### src/rtl/clk_rst_pkg.sv
// clk_rst_pkg: shared reset-sequencer state encoding and parameter defaults
package clk_rst_pkg;
    typedef enum logic [1:0] {
        WAIT_LOCK = 2'd0,
        STABLE    = 2'd1,
        PERIPH    = 2'd2,
        RUN       = 2'd3
    } seq_state_t;
    localparam int STABLE_CYCLES_DEF = 1024;
    localparam int STAGE_GAP_DEF     = 16;
    localparam int SYNC_STAGES_DEF   = 2;
endpackage

### src/rtl/sync_ff.sv
// sync_ff: parameterised-depth single-bit synchroniser with sync active-low reset
module sync_ff #(
    parameter int STAGES = 2
) (
    input  logic clk,
    input  logic resetn,
    input  logic d,
    output logic q
);
    logic [STAGES-1:0] ff;
    // shift the asynchronous input through the flop chain
    always_ff @(posedge clk)
        ff <= !resetn ? '0 : {ff[STAGES-2:0], d};
    assign q = ff[STAGES-1];
endmodule

### src/rtl/pll_reset_seq.sv
// pll_reset_seq: PLL lock qualification and ordered reset release; LOCK_LOSS_CNT_EN enables loss_cnt
module pll_reset_seq
    import clk_rst_pkg::*;
#(
    parameter int STABLE_CYCLES = STABLE_CYCLES_DEF,
    parameter int STAGE_GAP     = STAGE_GAP_DEF,
    parameter int SYNC_STAGES   = SYNC_STAGES_DEF,
    parameter int CNT_W         = 8
) (
    input  logic             clk,
    input  logic             resetn,
    input  logic             locked,
    input  logic             clr,
    output logic             periph_resetn,
    output logic             core_resetn,
    output logic             ready,
    output logic             lock_lost,
    output logic [CNT_W-1:0] loss_cnt
);
    localparam int CW = $clog2(STABLE_CYCLES > STAGE_GAP ? STABLE_CYCLES : STAGE_GAP);
    localparam logic [CW-1:0] STABLE_LAST = CW'(STABLE_CYCLES - 1);
    localparam logic [CW-1:0] GAP_LAST    = CW'(STAGE_GAP - 1);
    seq_state_t    state, state_nx;
    logic [CW-1:0] cnt, cnt_nx;
    logic          locked_s;
    logic          loss;
    sync_ff #(.STAGES(SYNC_STAGES)) u_sync (
        .clk    (clk),
        .resetn (resetn),
        .d      (locked),
        .q      (locked_s)
    );
    // next state: qualify lock, pace the release, flag losses after qualification
    always_comb begin
        state_nx = state;
        cnt_nx   = '0;
        loss     = 1'b0;
        case (state)
            WAIT_LOCK: if (locked_s) state_nx = STABLE;
            STABLE:
                if (!locked_s) state_nx = WAIT_LOCK;
                else if (cnt == STABLE_LAST) state_nx = PERIPH;
                else cnt_nx = cnt + CW'(1);
            PERIPH:
                if (!locked_s) begin
                    state_nx = WAIT_LOCK;
                    loss     = 1'b1;
                end
                else if (cnt == GAP_LAST) state_nx = RUN;
                else cnt_nx = cnt + CW'(1);
            RUN:
                if (!locked_s) begin
                    state_nx = WAIT_LOCK;
                    loss     = 1'b1;
                end
            default: state_nx = WAIT_LOCK;
        endcase
    end
    // state and interval counter registers
    always_ff @(posedge clk) begin
        state <= !resetn ? WAIT_LOCK : state_nx;
        cnt   <= !resetn ? '0 : cnt_nx;
    end
    // sticky loss flag; a loss in the same cycle as clr is kept
    always_ff @(posedge clk)
        lock_lost <= !resetn ? 1'b0 : loss ? 1'b1 : clr ? 1'b0 : lock_lost;
`ifdef LOCK_LOSS_CNT_EN
    logic [CNT_W-1:0] loss_q;
    // saturating loss counter; clr coincident with a loss restarts the count at one
    always_ff @(posedge clk)
        loss_q <= !resetn ? '0 :
                  loss    ? (clr ? CNT_W'(1) : (&loss_q ? loss_q : loss_q + CNT_W'(1))) :
                  clr     ? '0 : loss_q;
    assign loss_cnt = loss_q;
`else
    assign loss_cnt = '0;
`endif
    assign periph_resetn = (state == PERIPH) || (state == RUN);
    assign core_resetn   = (state == RUN);
    assign ready         = (state == RUN);
endmodule

### config.mk
export PLATFORM = sky130hd
export DESIGN_NAME = pll_reset_seq
export DESIGN_NICKNAME = d
export VERILOG_FILES = /design/src/rtl/clk_rst_pkg.sv /design/src/rtl/sync_ff.sv /design/src/rtl/pll_reset_seq.sv
export SDC_FILE = /design/constraint.sdc
export NUM_CORES = 1
export LEC_CHECK = 0
export CORE_MARGIN = 5
export CORE_UTILIZATION = 35
export CTS_CLUSTER_SIZE = 10
export DETAILED_ROUTE_END_ITERATION = 10
export SKIP_CTS_REPAIR_TIMING = 1
export SYNTH_ARGS = -nofsm -noshare
export SYNTH_HDL_FRONTEND = slang
export SYNTH_SLANG_ARGS = --single-unit
### constraint.sdc
create_clock -name clk -period 4 [get_ports clk]
set_clock_uncertainty 0.1 [all_clocks]
set_input_delay 0.4 -clock clk [delete_from_list [all_inputs] [get_ports clk]]
set_output_delay 0.4 -clock clk [all_outputs]
set_load 0.005 [all_outputs]
==> run summary <==
The aggregate negative setup slack is 0 ns. In this run the critical register-to-register path is launched from cnt[0]. The transition time at the pin with the least slew margin is 0.571 ns. The antenna diode instance count came out at 0. The setup slack of the most critical reg-to-reg path came out at 2.05 ns. Clock tree synthesis inserted a total of 3 buffers. The area fraction in compound gates after synthesis came to 0.0832. The kind of start point of the critical path is a flop. The post-synthesis share of cell area spent on and, or, nand and nor gates came out at 0.228. The arrival time of data at the critical path endpoint came out at 1.57 ns.

The clock reaches the later pin of the worst-skew pair after 0.28 ns. Measured along the y axis, the die boundary spans 57.7 µm. Global routing finished with a remaining overflow of 0. The worst hold-check slack is 0.339 ns. The number of flops mapped to enable cells by yosys came out at 0.

The post-synthesis register bit count is 15. The number of placed instances, taps included, is 123. The switching fraction of total power is 0.224.

The number of iterations in the first detailed-routing pass came out at 4. The clock share of power came out at 0.324. The number of global-route vias before repair came out at 598. The cell at the root of the clock tree is sky130_fd_sc_hd__clkbuf_4.

The number of distinct library cells after synthesis came out at 28. Of the total synthesized cell area, the portion taken by XOR and XNOR cells is 0.0879. The CTS H-tree depth came out at 1. Setup repair after global routing left no endpoint under its margin. The worst slew margin relative to its limit came out at 0.617. The layout cell share with drive strength beyond 1 is 0.0606. The post-route DRC violation count came out at 0.

The clock-pin slew reported for the worst setup and hold paths after clock tree synthesis is 0.08 ns. Row generation in the floorplan step produced 17 rows. The number of violations of the max-capacitance limit came out at 0. Tracing the worst setup path back leads to its startpoint at state[0]. The worst register-to-register path ends at state[0].

The flow ran to the end, and the final reports show no timing, DRC or antenna violations. The via count came out at 591. The critical path goes through inv_1 > ha_1 > nor2_1 > inv_1 > clkdlybuf4s50_1. For this run, the leading register cell type out of synthesis is sky130_fd_sc_hd__dfxtp_1. The proportion of power drawn by flip-flops and latches came out at 0.597. The cell area after technology mapping came out at 797 µm². By area, the combinational part of the netlist is dominated by simple AND/OR/NAND/NOR gates. The count of synthesis-stage warnings from yosys is 0. The gate count after technology mapping came out at 90.

Of the total power, combinational logic draws 0.080. The overall fraction of global-route tracks in use is 0.0945. The critical path ends at periph_resetn. The library cell appearing most often on the critical path is sky130_fd_sc_hd__inv_1. The TritonCTS clock tree is built. The count of cells along the worst register-to-register path came out at 5.

The count of endpoints failing hold in the final timing report is 0. The count of buffers inserted at the top-level ports is 7. The share of flip-flops with an asynchronous set or reset after synthesis came out at 0. The total area inside the core boundary comes to 0.00219 mm². The number of standard cells in the layout, taps in and fillers out came out at 127.

The sequential cell area fraction in the yosys report is 0.377. The delay of the slowest cell on the worst path came out at 0.44 ns. The power per standard cell area came out at 290 mW/mm². The initial core utilization came out at 0.364.

The endpoint class of the critical path is a primary output. The post-synthesis share of cell area spent on full adders, half adders and majority gates is 0.0942. The die covers 0.00333 mm². The initial antenna violation count came out at 0.

The estimated wirelength of the detail-placed design came out at 1.06 mm. The final clock period utilization by the worst path is 0.518. The via count normalized by instance count is 4.65. After the last flow step, the layout net total stands at 110.

The die width is 57.7 µm. The detailed router finished its first iteration with 16 violations. The area growth from synthesis to layout is 11.3%. The weighted congestion reported at the end of routability-driven placement came out at 0.826. The number of clock sinks came out at 15.

Each instance of the synthesized netlist takes up on average 8.86 µm². Setup violations remaining at the end of the flow were counted as 0. The routed length per instance came out at 10.6 µm. The setup path with the least slack is of type reg -> out. The maximum clock path buffer count is 2. The analysis attributes to cell leakage a power of 0.000331 µW.

The largest individual stage delay along the critical path comes from the cell sky130_fd_sc_hd__clkdlybuf4s50_1. The upper clock frequency limit is 482 MHz. The minimum clock period is 2.07 ns. Of all nets on the critical path, the largest fanout is 4. The final antenna-violating net count came out at 0. For the worst setup path, the data required time is 3.50 ns. The number of I/O pins is 16. The portion of synthesized area spent on multiplexers is 0.0126.

The first-pass GRT wire length is 2.47 mm. The total length of routed wires came out at 1.35 mm. The type of the tightest min-delay check is reg -> reg.

The worst supply voltage drop on vdd came out at 0.000142 V. The internal power of the cells totals 200 µW. Entering global routing, the biggest net connects 9 pins.

The switching component of the power is 57.7 µW. The number of max-slew violations in the final report came out at 0.
==> cells in the final DEF, fill, tap and decap left out <==
cell | netlist | routed
sky130_fd_sc_hd__a31oi_1 | 1 | 1
sky130_fd_sc_hd__and2_1 | 4 | 4
sky130_fd_sc_hd__and3_1 | 2 | 2
sky130_fd_sc_hd__and3_2 | 1 | 1
sky130_fd_sc_hd__and4_2 | 1 | 1
sky130_fd_sc_hd__clkbuf_1 | 0 | 1
sky130_fd_sc_hd__clkbuf_4 | 0 | 3
sky130_fd_sc_hd__clkdlybuf4s50_1 | 0 | 7
sky130_fd_sc_hd__conb_1 | 1 | 8
sky130_fd_sc_hd__dfxtp_1 | 15 | 15
sky130_fd_sc_hd__ha_1 | 6 | 6
sky130_fd_sc_hd__inv_1 | 6 | 6
sky130_fd_sc_hd__mux2i_1 | 1 | 1
sky130_fd_sc_hd__nand2_1 | 5 | 5
sky130_fd_sc_hd__nand3_1 | 1 | 1
sky130_fd_sc_hd__nand3_2 | 1 | 1
sky130_fd_sc_hd__nand4_1 | 3 | 3
sky130_fd_sc_hd__nor2_1 | 14 | 14
sky130_fd_sc_hd__nor3_1 | 1 | 1
sky130_fd_sc_hd__nor4_1 | 1 | 1
sky130_fd_sc_hd__o211ai_1 | 2 | 2
sky130_fd_sc_hd__o21ai_0 | 1 | 1
sky130_fd_sc_hd__o22ai_1 | 1 | 1
sky130_fd_sc_hd__o311ai_0 | 1 | 1
sky130_fd_sc_hd__o31a_1 | 1 | 1
sky130_fd_sc_hd__o31ai_1 | 1 | 1
sky130_fd_sc_hd__o41ai_1 | 1 | 1
sky130_fd_sc_hd__or4b_1 | 1 | 1
sky130_fd_sc_hd__xnor2_1 | 4 | 4
sky130_fd_sc_hd__xor2_1 | 4 | 4
==> cells in the mapped netlist, drive strengths merged, types with 2 or more instances <==
master | number | share of area
nand2 | 5 | 0.024
xnor2 | 4 | 0.044
nand4 | 3 | 0.024
ha | 6 | 0.094
nand3 | 2 | 0.019
inv | 6 | 0.028
and3 | 3 | 0.025
buf | 9 | 0.085
nor2 | 14 | 0.066
dfxtp | 15 | 0.38
o211ai | 2 | 0.019
and2 | 4 | 0.031
xor2 | 4 | 0.044
==> cells by family (layout without fill, tap and decap cells) <==
kind of cell,Yosys count,in the layout
AOI/OAI and AO/OA,9,9
xor gates and xnor gates,8,8
adders and majority gates,6,6
buffers and inverters,15,17
DFF,15,15
muxes,1,1
other,1,8
and+or+nand+nor,35,35
==> layout make-up <==
| class | count | area [µm²] |
|---|---|---|
| fillers | 221 | 1300 |
| multi-input cells | 67 | 433 |
| flip-flops and latches | 15 | 300 |
| repair buffers | 7 | 70.1 |
| well taps | 28 | 35.0 |
| clock buffers | 4 | 26.3 |
| inverters | 6 | 22.5 |
==> through the flow <==
| step | instance area (µm²) | worst slack (ns) | util | power (µW) |
|---|---|---|---|---|
| global placement | 861 | 2.13 | 0.393 | 177 |
| floorplan | 823 | 2.18 | - | 176 |
| CTS | 887 | 1.89 | 0.405 | 263 |
| detailed placement | 861 | 2.08 | 0.393 | 178 |
| global route | 887 | 1.81 | 0.405 | 272 |
| finish | 887 | 1.93 | 0.405 | 257 |
==> flip-flops by register name (all words and copies together), names as in the netlist <==
signal	count
u_sync.ff	2
lock_lost	1
state	2
cnt	10
==> per-layer routing <==
metal,part of all wire,up-vias,wire (µm),global-route usage
met2,0.45,14,602,0.155
met4,0.030,0,40,0.0596
li1,-,309,-,-
met1,0.47,263,629,0.110
met3,0.058,5,79,0.0223
met5,0,-,0,0
==> how the worst min path moves through the flow <==
stage,start,end,slack [ns],cells past startpoint
floorplan,u_sync.ff[0],u_sync.ff[1],0.31,1
global placement,u_sync.ff[0],u_sync.ff[1],0.31,1
detailed placement,u_sync.ff[0],u_sync.ff[1],0.33,1
CTS,u_sync.ff[0],u_sync.ff[1],0.35,1
global route,u_sync.ff[0],u_sync.ff[1],0.38,1
finish,u_sync.ff[0],u_sync.ff[1],0.34,1
==> worst max-delay path: cells and delay by family, from the launching register on <==
family        cells  cell delay (ns)
simple gates      1             0.13
flops             1             0.36
fa+ha+maj         1             0.23
buf+inv           3             0.58
==> power by group through the flow <==
stage               Clock [µW]  Combinational (µW)  Sequential (µW)
finish                    83.3                20.5              154
global route              94.1                24.2              154
CTS                       88.8                20.4              154
detailed placement           0                20.3              157
global placement             0                19.9              157
floorplan                    0                19.3              157
Note: power is estimated with default switching activity, not from simulation.
==> variant: new RTL, same flow settings <==
Change the parameter `CNT_W` from 8 to 10.
--- a/src/rtl/pll_reset_seq.sv
+++ b/src/rtl/pll_reset_seq.sv
@@ -5,7 +5,7 @@
     parameter int STABLE_CYCLES = STABLE_CYCLES_DEF,
     parameter int STAGE_GAP     = STAGE_GAP_DEF,
     parameter int SYNC_STAGES   = SYNC_STAGES_DEF,
-    parameter int CNT_W         = 8
+    parameter int CNT_W         = 10
 ) (
     input  logic             clk,
     input  logic             resetn,
Ports: changed (resized loss_cnt); port bits go from 16 to 18. No check against the original RTL was run, so the function may have changed too.
==> variant against the original RTL <==
- combinational power grew 4%
- highest routed layer unchanged
- wire length shrank 3.2%
- cell area rose by 0.85%
- sequential share of layout area fell by 0.28 points
- setup slack worse by 31 ps
- synthesized area increased by 1.9%
- sequential cell count did not move
- first-iteration DRC count decreased by 25%
- largest power group unchanged
- utilization barely moved
- largest cell class unchanged
- total power increased by 1.2%
==> variant: results (changes against the original RTL) <==
Vias 584 (was 591); YS warnings 0 (unchanged); Commonest cells post-synth 15 x dfxtp_1, 14 x nor2_1, 11 x buf_4 (was 15 x dfxtp_1, 14 x nor2_1, 9 x buf_4); layout cells sized above 1 0.0594 (was 0.0606); Static Leak 0.338 nW (was 0.331 nW); arrival time at the worst endpoint 1600 ps (was 1570 ps); Reg2Reg Setup Slack 2090 ps (was 2050 ps); PortBufs 7 (unchanged); relative slew slack 0.597 (was 0.617); Antenna Nets Post-Route 0 (unchanged); placer congestion estimate 0.830 (was 0.826); Routed Wire Length 1310 microns (was 1350 microns); post-synthesis mux area share 0.0123 (was 0.0126); post-synthesis sequential area ratio 0.370 (was 0.377); CTS Buf Count 3 (unchanged); worst-skew pair later-pin latency 280 ps (about the same); peak supply drop 0.213 mV (was 0.142 mV); Synth Area in Adders 0.0924 (was 0.0942); status finished, final reports clean (unchanged); first-pass GRT wire length 2230 microns (was 2470 microns); XOR/XNOR Fraction of Synth Area 0.0863 (was 0.0879); via count of the first global-routing pass 527 (was 598); DP HPWL 1020 microns (was 1060 microns); Hold Worst Slack 340 ps (was 339 ps); iteration-0 DRC count of the detailed router 12 (was 16); initial antenna violation count 0 (unchanged); top post-synthesis cells by area dfxtp_1 37%, buf_4 10%, ha_1 9.2% (was dfxtp_1 38%, ha_1 9.4%, buf_4 8.5%); Final #Nets 112 (was 110); GR Util All Layers 0.0842 (was 0.0945)
-- variant: cell count changes after synthesis, sizes merged --
cell and delta:
buf +2
-- variant: cell families after synthesis --
family	count (synthesis)
adder cells (fa/ha/maj)	6
AND/OR/NAND/NOR	35
buffers and inverters	17
other	1
flip-flops	15
XOR/XNOR	8
multiplexers	1
AO/OA/AOI/OAI	9
-- variant: layout make-up --
class	count	area [sq um]
timing repair buffer	7	70.1
tap	28	35.0
sequential	15	300
multi-input combinational	69	440
clock buffer	4	26.3
inverter	6	22.5
fill	222	1320
-- variant: path summary, 6_finish.rpt --
path,from,end,cells after the start
setup reg to reg,cnt[0],cnt[4],5
hold / removal,u_sync.ff[0],u_sync.ff[1],1
setup / recovery,state[0],periph_resetn,5
hold reg to reg,u_sync.ff[0],u_sync.ff[1],1
-- variant: metal layers --
metal | wire, microns | global-route usage
met4 | 12 | 0.00993
met5 | 0 | 0
met1 | 606 | 0.104
met3 | 108 | 0.0445
met2 | 581 | 0.134
-- variant: through the flow --
stage	instances	worst slack (ps)	total power [W]	cell area (sq um)
6_report	129	1900	0.000261	895
5_1_grt	129	1780	0.000274	895
4_1_cts	129	1880	0.000264	895
3_5_place_dp	125	2070	0.000178	868
3_3_place_gp	125	2130	0.000178	868
2_1_floorplan	101	2180	0.000178	846
-- variant: report_power, final --
part | internal (W) | switching (W) | leakage, nW
sequential | 0.000152 | 0.00000200 | 0.121
clock | 0.0000387 | 0.0000469 | 0.0150
combinational | 0.00000924 | 0.0000120 | 0.201
-- variant: critical path, cell delays in order (launching register included) --
cell and delay (ps):
dfxtp_1 370, inv_1 110, ha_1 230, nor2_1 130, inv_1 50, clkdlybuf4s50_1 440
